--- config.mk ---
export PLATFORM = sky130hd
export DESIGN_NAME = ps2_kbd_matrix
export DESIGN_NICKNAME = d
export VERILOG_FILES = /design/src/rtl/ps2_pkg.sv /design/src/rtl/ps2_keymap.sv /design/src/rtl/ps2_kbd_matrix.sv
export SDC_FILE = /design/constraint.sdc
export NUM_CORES = 1
export LEC_CHECK = 0
export CAP_MARGIN = 20
export CORE_MARGIN = 4
export CORE_UTILIZATION = 57
export DETAILED_ROUTE_END_ITERATION = 12
export GPL_TIMING_DRIVEN = 0
export PLACE_DENSITY = 0.8
export RECOVER_POWER = 100
export SLEW_MARGIN = 20
export SYNTH_ARGS = -nofsm -noshare
export SYNTH_HDL_FRONTEND = slang
export SYNTH_SLANG_ARGS = --single-unit
--- constraint.sdc ---
create_clock -name clk -period 3.3 [get_ports clk]
set_clock_uncertainty 0.2 [all_clocks]
set_input_delay 0.33 -clock clk [delete_from_list [all_inputs] [get_ports clk]]
set_output_delay 0.33 -clock clk [all_outputs]
set_load 0.05 [all_outputs]
--- src/rtl/ps2_pkg.sv ---
// Shared definitions for the PS/2-to-Z88 keyboard bridge: decoder states,
// scancode prefixes and the Z88 matrix keymap table.
package ps2_pkg;

  typedef enum logic [1:0] {
    ST_IDLE    = 2'd0,
    ST_EXT     = 2'd1,
    ST_BRK     = 2'd2,
    ST_EXT_BRK = 2'd3
  } kb_state_t;

  localparam logic [7:0] PFX_EXT = 8'hE0;
  localparam logic [7:0] PFX_BRK = 8'hF0;

  localparam int KEY_COUNT = 64;

  // Entry i is the {ext, scancode} that drives matrix bit i (row*8 + column).
  localparam logic [8:0] KEYMAP [0:KEY_COUNT-1] = '{
    // row 0: 8 7 N H Y 6 ENTER DEL
    9'h03E, 9'h03D, 9'h031, 9'h033, 9'h035, 9'h036, 9'h05A, 9'h066,
    // row 1: I U B G T 5 LEFT backslash
    9'h043, 9'h03C, 9'h032, 9'h034, 9'h02C, 9'h02E, 9'h16B, 9'h05D,
    // row 2: O J V F R 4 RIGHT =
    9'h044, 9'h03B, 9'h02A, 9'h02B, 9'h02D, 9'h025, 9'h174, 9'h055,
    // row 3: 9 K C D E 3 DOWN -
    9'h046, 9'h042, 9'h021, 9'h023, 9'h024, 9'h026, 9'h172, 9'h04E,
    // row 4: P M X S W 2 UP [
    9'h04D, 9'h03A, 9'h022, 9'h01B, 9'h01D, 9'h01E, 9'h175, 9'h054,
    // row 5: 0 L Z A Q 1 SPACE ]
    9'h045, 9'h04B, 9'h01A, 9'h01C, 9'h015, 9'h016, 9'h029, 9'h05B,
    // row 6: ; ' , . / TAB LSHIFT ESC
    9'h04C, 9'h052, 9'h041, 9'h049, 9'h04A, 9'h00D, 9'h012, 9'h076,
    // row 7: CAPS MENU HELP INDEX DIAMOND SQUARE ` RSHIFT
    9'h058, 9'h005, 9'h006, 9'h004, 9'h014, 9'h011, 9'h00E, 9'h059
  };

  function automatic logic [8:0] make_code(input logic ext, input logic [7:0] sc);
    return {ext, sc};
  endfunction

endpackage

--- src/rtl/ps2_keymap.sv ---
// Combinational scancode lookup: {ext, byte} -> Z88 matrix bit index.
module ps2_keymap
  import ps2_pkg::*;
(
  input  logic [8:0] code,
  output logic       valid,
  output logic [5:0] index
);

  logic [KEY_COUNT-1:0] hit;

  genvar gi;
  generate
    for (gi = 0; gi < KEY_COUNT; gi++) begin : g_match
      assign hit[gi] = (code == KEYMAP[gi]);
    end
  endgenerate

  // Table entries are unique, so at most one hit is set and OR-ing is exact.
  always_comb begin
    index = '0;
    for (int i = 0; i < KEY_COUNT; i++) begin
      if (hit[i]) index = index | 6'(i);
    end
  end

  assign valid = |hit;

endmodule

--- src/rtl/ps2_kbd_matrix.sv ---
// PS/2 keyboard receiver and scancode decoder driving an active-low
// 64-bit Z88 keyboard matrix.
module ps2_kbd_matrix
  import ps2_pkg::*;
#(
  parameter logic [15:0] TIMEOUT_CYCLES = 16'd20000
) (
  input  logic        clk,
  input  logic        reset_n,
  input  logic        ps2clk,
  input  logic        ps2dat,
  output logic [63:0] kbmat_out,
  output logic        rx_err
);

  logic [1:0]  clk_sync_reg;
  logic [1:0]  dat_sync_reg;
  logic        clk_prev_reg;
  logic        fall;

  logic [3:0]  bit_cnt_reg;
  logic [9:0]  shift_reg;
  logic [10:0] frame_full;
  logic        frame_ok;
  logic [15:0] timeout_reg;

  logic [7:0]  byte_reg;
  logic        strobe_reg;
  logic        frame_err_reg;
  logic        rx_err_reg;

  kb_state_t   state_reg;
  logic [63:0] kbmat_reg;
  logic        ext;
  logic        is_prefix;
  logic        key_valid;
  logic [5:0]  key_index;

  // Synchronizers idle high so a reset never fabricates a falling edge.
  always_ff @(posedge clk or negedge reset_n) begin
    if (!reset_n) begin
      clk_sync_reg <= 2'b11;
      dat_sync_reg <= 2'b11;
      clk_prev_reg <= 1'b1;
    end else begin
      clk_sync_reg <= {clk_sync_reg[0], ps2clk};
      dat_sync_reg <= {dat_sync_reg[0], ps2dat};
      clk_prev_reg <= clk_sync_reg[1];
    end
  end

  assign fall = clk_prev_reg & ~clk_sync_reg[1];

  // Bits arrive LSB first; after ten shifts shift_reg[0] holds the start bit.
  assign frame_full = {dat_sync_reg[1], shift_reg};
  assign frame_ok   = (frame_full[0] == 1'b0) &&
                      (^frame_full[9:1] == 1'b1) &&
                      (frame_full[10] == 1'b1);

  always_ff @(posedge clk or negedge reset_n) begin
    if (!reset_n) begin
      bit_cnt_reg   <= '0;
      shift_reg     <= '0;
      timeout_reg   <= '0;
      byte_reg      <= '0;
      strobe_reg    <= 1'b0;
      frame_err_reg <= 1'b0;
      rx_err_reg    <= 1'b0;
    end else begin
      strobe_reg    <= 1'b0;
      frame_err_reg <= 1'b0;
      rx_err_reg    <= 1'b0;
      if (fall) begin
        timeout_reg <= '0;
        if (bit_cnt_reg == 4'd10) begin
          bit_cnt_reg <= '0;
          shift_reg   <= '0;
          if (frame_ok) begin
            byte_reg   <= frame_full[8:1];
            strobe_reg <= 1'b1;
          end else begin
            frame_err_reg <= 1'b1;
            rx_err_reg    <= 1'b1;
          end
        end else begin
          bit_cnt_reg <= bit_cnt_reg + 4'd1;
          shift_reg   <= frame_full[10:1];
        end
      end else if (bit_cnt_reg != 4'd0) begin
        // Dropping bit_cnt to zero stops the count, so only one pulse fires.
        if (timeout_reg >= TIMEOUT_CYCLES - 16'd1) begin
          bit_cnt_reg <= '0;
          shift_reg   <= '0;
          rx_err_reg  <= 1'b1;
        end
        if (timeout_reg != 16'hFFFF) timeout_reg <= timeout_reg + 16'd1;
      end
    end
  end

  assign ext       = (state_reg == ST_EXT) || (state_reg == ST_EXT_BRK);
  assign is_prefix = (byte_reg == PFX_EXT) || (byte_reg == PFX_BRK);

  ps2_keymap u_keymap (
    .code  (make_code(ext, byte_reg)),
    .valid (key_valid),
    .index (key_index)
  );

  always_ff @(posedge clk or negedge reset_n) begin
    if (!reset_n) begin
      state_reg <= ST_IDLE;
      kbmat_reg <= '1;
    end else if (frame_err_reg) begin
      state_reg <= ST_IDLE;
    end else if (strobe_reg) begin
      state_reg <= ST_IDLE;
      case (state_reg)
        ST_IDLE: begin
          if (byte_reg == PFX_EXT)      state_reg <= ST_EXT;
          else if (byte_reg == PFX_BRK) state_reg <= ST_BRK;
          else if (key_valid)           kbmat_reg[key_index] <= 1'b0;
        end
        ST_EXT: begin
          if (byte_reg == PFX_BRK) state_reg <= ST_EXT_BRK;
          else if (key_valid)      kbmat_reg[key_index] <= 1'b0;
        end
        default: begin
          if (!is_prefix && key_valid) kbmat_reg[key_index] <= 1'b1;
        end
      endcase
    end
  end

  assign kbmat_out = kbmat_reg;
  assign rx_err    = rx_err_reg;

endmodule

Yosys cells after proc, flatten, opt, wreduce, memory -nomap -nowiden
Cells that the tools add are included.
{ "word_totals": {"register_bits": 112, "out_inout_bits": 65, "elab_cells": 280} }
{ "op_classes": {"n_addsub": 2, "n_lt_le_gt_ge": 3, "n_eq_ne": 75, "mux": 160, "bitwise": 7, "reduce_logical": 21} }
{ "ops": {"columns": ["op", "count"], "rows": [
  ["$mux W64", 30],
  ["$eq A9 B6 Y1 const B", 23],
  ["$eq A9 B7 Y1 const B", 22],
  ["$mux W6", 32],
  ["$pmux W64 S2", 1],
  ["$mux W16", 6],
  ["$eq A9 B5 Y1 const B", 10],
  ["$mux W10", 8],
  ["$mux W5", 16],
  ["$and A64 B64 Y64", 1],
  ["$mux W4", 16],
  ["$not A64 Y64", 1],
  ["$or A64 B64 Y64", 1],
  ["$reduce_or A64 Y1", 1],
  ["$mux W2", 20],
  ["$mux W8", 5],
  ["$eq A9 B9 Y1 const B", 4],
  ["$eq A9 B3 Y1 const B", 3],
  ["$mux W1", 20],
  ["$eq A9 B4 Y1 const B", 2],
  ["$add A16 B1 Y16 const B", 1],
  ["$eq A8 B8 Y1 const B", 2],
  ["$ge A16 B15 Y1 const B", 1],
  ["$ne A16 B16 Y1 const B", 1],
  ["other kinds (25)", 41]
]} }

Logic depth before layout (Yosys ltp)
{ "depth": {"word_depth": 92, "depth_mapped": 11, "mapped_depth_nobuf": 8} }

Cells and area by module
Synthesis repeated with hierarchy kept, for this count alone.
{ "unflattened": {"hier_cells": 613, "hier_area_um2": 6204.7} }
{ "modules_own_cells": {"columns": ["mod", "instances", "cells_per_inst", "area_each_um2", "seq_area_each_um2"], "rows": [
  ["ps2_kbd_matrix", 1, 425, 5064.9, 2889.0],
  ["ps2_keymap", 1, 188, 1139.8, 0.0]
]} }

Least setup slack after synthesis
Ideal clock, no wire load.
{ "synth_path": {"kind": "flip-flop to flip-flop", "startpoint": "register byte_reg[7]", "endpoint": "register (tool-made name)", "setup_ns": 0.085, "arrival_time_ns": 2.468, "path_slack_ns": 0.547, "path_stages_with_launch": 9, "path_buffers": 2, "cell_sequence": "dfrtp_1 > buf_6 > or4b_1 > or3_1 > nand4_2 > o31ai_4 > buf_6 > nor4_1 > mux2_1"} }
{ "synth_lines": {"columns": ["element", "line", "text"], "rows": [
  ["from (decl)", "ps2_kbd_matrix.sv:27", "logic [7:0] byte_reg;"],
  ["from (signal assigned)", "ps2_kbd_matrix.sv:79", "byte_reg <= frame_full[8:1];"]
]} }

==> summary.txt <==
Run status
  – Status: finished with violations
  – Failing checks: max-capacitance violations, max-slew violations

Pwr
  – Psw: 0.7425 mW
  – Peak VDD IR: 0.5037 mV
  – Cell Int Power: 2.188 mW
  – Clock power frac: 37.9%
  – Switching share of power: 25.33%
  – Combinational share of power: 10.5%
  – Flop pwr share: 51.6%
  – Static Leak: 3.279 nW
  – Power density over the cells: 373.0 nW/um^2

CTS
  – CTS H-tree lvls: 3
  – Clock Latency Late Sink: 360 ps
  – Sink Count: 112
  – CTS buffer count: 9
  – CTS tree: built
  – CTS root buffer: clkbuf_16
  – Clk buf depth: 2
  – Clk pin slew, worst setup/hold paths: 70 ps

Floorplanning
  – Initial core utilization: 57.97%
  – FP Rows: 39
  – IO Count: 69
  – Chip Width: 115.5 um
  – Die height: 115.5 um
  – Core Region: 11370 um^2
  – Die Area: 13350 um^2

Worst setup path
  – Critical path type: flop to flop
  – WP data required: 3380 ps
  – Crit end category: flop
  – Crit path DAT: 3300 ps
  – Reg2reg start: byte_reg[0]
  – CP startpoint: byte_reg[0]
  – CP max FO: 10
  – Startpoint types: flop
  – Worst reg-to-reg path cell count: 9
  – R2r setup slk: 80 ps

STA
  – Final period util: 97.69%
  – Final Setup Violations: 0
  – Worst-margin pin slew: 1814 ps
  – Relative slew slack: -20.96%
  – Max-slew violation count: 33
  – WHS: 158.6 ps
  – Max frequency: 310.2 MHz
  – Fin crit period: 3224 ps
  – Final Hold Viols: 0

Global route
  – First-pass GRT wire length: 28.37 mm
  – Initial antenna violation count: 0
  – Vias in the first global route: 5382
  – GRT Total Usage: 27.09%
  – Gr ovfl total: 0
  – Maximum number of pins on one net before global-route repair: 81

Placed design
  – Hpwl dp: 12.73 mm
  – # port buffers: 68
  – Total placed cells including tap cells: 821
  – Final GP Congestion: 0.8917

Synthesis
  – Post-synthesis cell count: 609
  – Net Count, Synth: 617
  – Yosys warning count: 0
  – Post-synthesis cell type count: 81
  – Register area share after synthesis: 43.83%
  – Syn Std Cell Area: 6591 um^2
  – Async SR Flop Fraction: 100.0%
  – Mean area per synthesized cell: 10.82 um^2
  – Post-synth EDFFs: 0
  – Count of state elements after synthesis: 112
  – Synth Flop Type: dfstp_2

Routing
  – Iteration-0 DRC count of the detailed router: 448
  – DRC: 0
  – Via density: 6.388
  – Final ANT Viol Nets: 0
  – Final WL: 17.21 mm
  – DR WL/cell: 20.46 um
  – Via count: 5372
  – TritonRoute pass-1 iters: 7

Run
  – Max Cap Viol: 1

Finish
  – Final #Nets: 701
  – N_diodes: 0
  – Proportion of layout cells with a drive suffix above 1: 25.07%
  – Layout Cells excl Fill: 841
  – Layout area overhead: 19.21%

Hold path
  – Hold WC Path Type: flop to flop
per-layer routing:
layer	share of wire [%]	global-route usage, %	up-vias
li1	-	-	2463
met1	41	34.12	2660
met2	50	46.72	207
met3	5.4	4.178	42
met4	3.0	11.11	0
met5	0	0	-
worst min path at each step:
| stage | cells after the start | to | slack, ps | from |
|---|---|---|---|---|
| floorplan | 0 | bit_cnt_reg[0] | -170 | reset_n |
| global placement | 0 | dat_sync_reg[1] | 150 | dat_sync_reg[0] |
| detailed placement | 0 | clk_sync_reg[1] | 150 | clk_sync_reg[0] |
| CTS | 0 | dat_sync_reg[1] | 160 | dat_sync_reg[0] |
| global route | 0 | dat_sync_reg[1] | 170 | dat_sync_reg[0] |
| finish | 0 | dat_sync_reg[1] | 160 | dat_sync_reg[0] |
power by group through the flow:
stage	sequential [mW]	combinational [mW]	clock (mW)
CTS	1.51	0.310	1.14
detailed placement	1.53	0.306	0
global placement	1.53	0.284	0
global route	1.52	0.344	1.19
floorplan	1.51	0.221	0
finish	1.51	0.307	1.11
cells in the mapped netlist, types with 10 or more instances:
cell | instances | share of area [%]
dfstp_2 | 69 | 28
mux2_1 | 62 | 11
dfrtp_1 | 43 | 16
nand4_1 | 41 | 3.9
nor2_1 | 38 | 2.2
nand2_1 | 28 | 1.6
nor4_1 | 23 | 2.2
o21ai_0 | 17 | 1.3
buf_2 | 16 | 1.2
nand3_1 | 16 | 1.2
xnor2_1 | 16 | 2.1
clkbuf_1 | 15 | 0.85
nor3_1 | 14 | 1.1
xor2_1 | 12 | 1.6
a22o_1 | 11 | 1.5
mux2_2 | 11 | 1.9
a21oi_1 | 10 | 0.76
buf_6 | 10 | 1.7
nand2b_1 | 10 | 0.95
nor4_2 | 10 | 1.9
cells by family (layout without fill, tap and decap cells):
logic type,after synthesis,count (layout),share of synthesized area (%)
fa+ha+maj,4,4,0.7593
compound gates,89,89,10.44
flops,112,112,43.83
mux,75,75,12.78
simple gates,239,239,22.99
buf+inv,62,151,5.486
xor+xnor,28,28,3.720
repair_timing:
| action | in CTS | in global routing |
|---|---|---|
| gates resized for setup | 0 | 10 |
| hold buffers | 1 | 0 |
| setup buffers | 0 | 3 |
| setup endpoints to repair | 0 | 55 |
| endpoints found under the hold margin | 32 | 0 |
area by class of cell:
class / count / area, um^2
buffer: 51 / 320.3
clock buffer: 11 / 242.7
clock inverter: 5 / 65.06
fill: 829 / 3512
inverter: 11 / 41.29
multi-input combinational: 435 / 3386
sequential: 112 / 2889
tap: 143 / 178.9
timing repair buffer: 73 / 734.5
worst max-delay path, cell delays in order, from the launching register on:
cell,delay [ps]
dfrtp_1,480
buf_4,250
nand4b_1,140
nor3_1,660
a211oi_1,160
nand4bb_1,210
nor2_2,100
buf_2,210
nor4_1,380
mux2_1,360
cells in the final DEF, fill, tap and decap left out, types with 5 or more instances in the layout:
cell type,netlist,layout
mux2_2,11,11
nor4_1,23,20
nand3_1,16,16
xnor2_1,16,16
a211oi_1,5,5
o21ai_0,17,17
dfstp_2,69,68
a22o_1,11,11
xor2_1,12,12
inv_1,9,9
nand2_1,28,28
buf_2,16,14
nor4_2,10,13
mux2_1,62,62
or3_1,7,7
dlygate4sd3_1,0,68
nor3_1,14,13
dfrtp_1,43,43
buf_6,10,10
clkbuf_16,0,9
nor2_1,38,38
nand4_1,41,41
buf_4,9,11
a21oi_1,10,10
clkbuf_1,15,17
nor2b_1,8,8
nand2b_1,10,10
through the flow:
| step | TNS [ps] | total power [mW] | utilization, % | setup WS, ps | cell area (um^2) |
|---|---|---|---|---|---|
| final | 0 | 2.931 | 69.11 | 76.32 | 7858 |
| after global routing | -0.8329 | 3.055 | 69.11 | -0.8329 | 7858 |
| after CTS | 0 | 2.964 | 68.58 | 38.52 | 7797 |
| after detailed placement | 0 | 1.839 | 65.79 | 47.45 | 7480 |
| after global placement | -157950 | 1.810 | 65.53 | -2194 | 7451 |
| after floorplan | 0 | 1.734 | - | 547.3 | 6591 |
No activity file was read; power rests on OpenSTA's default activity.
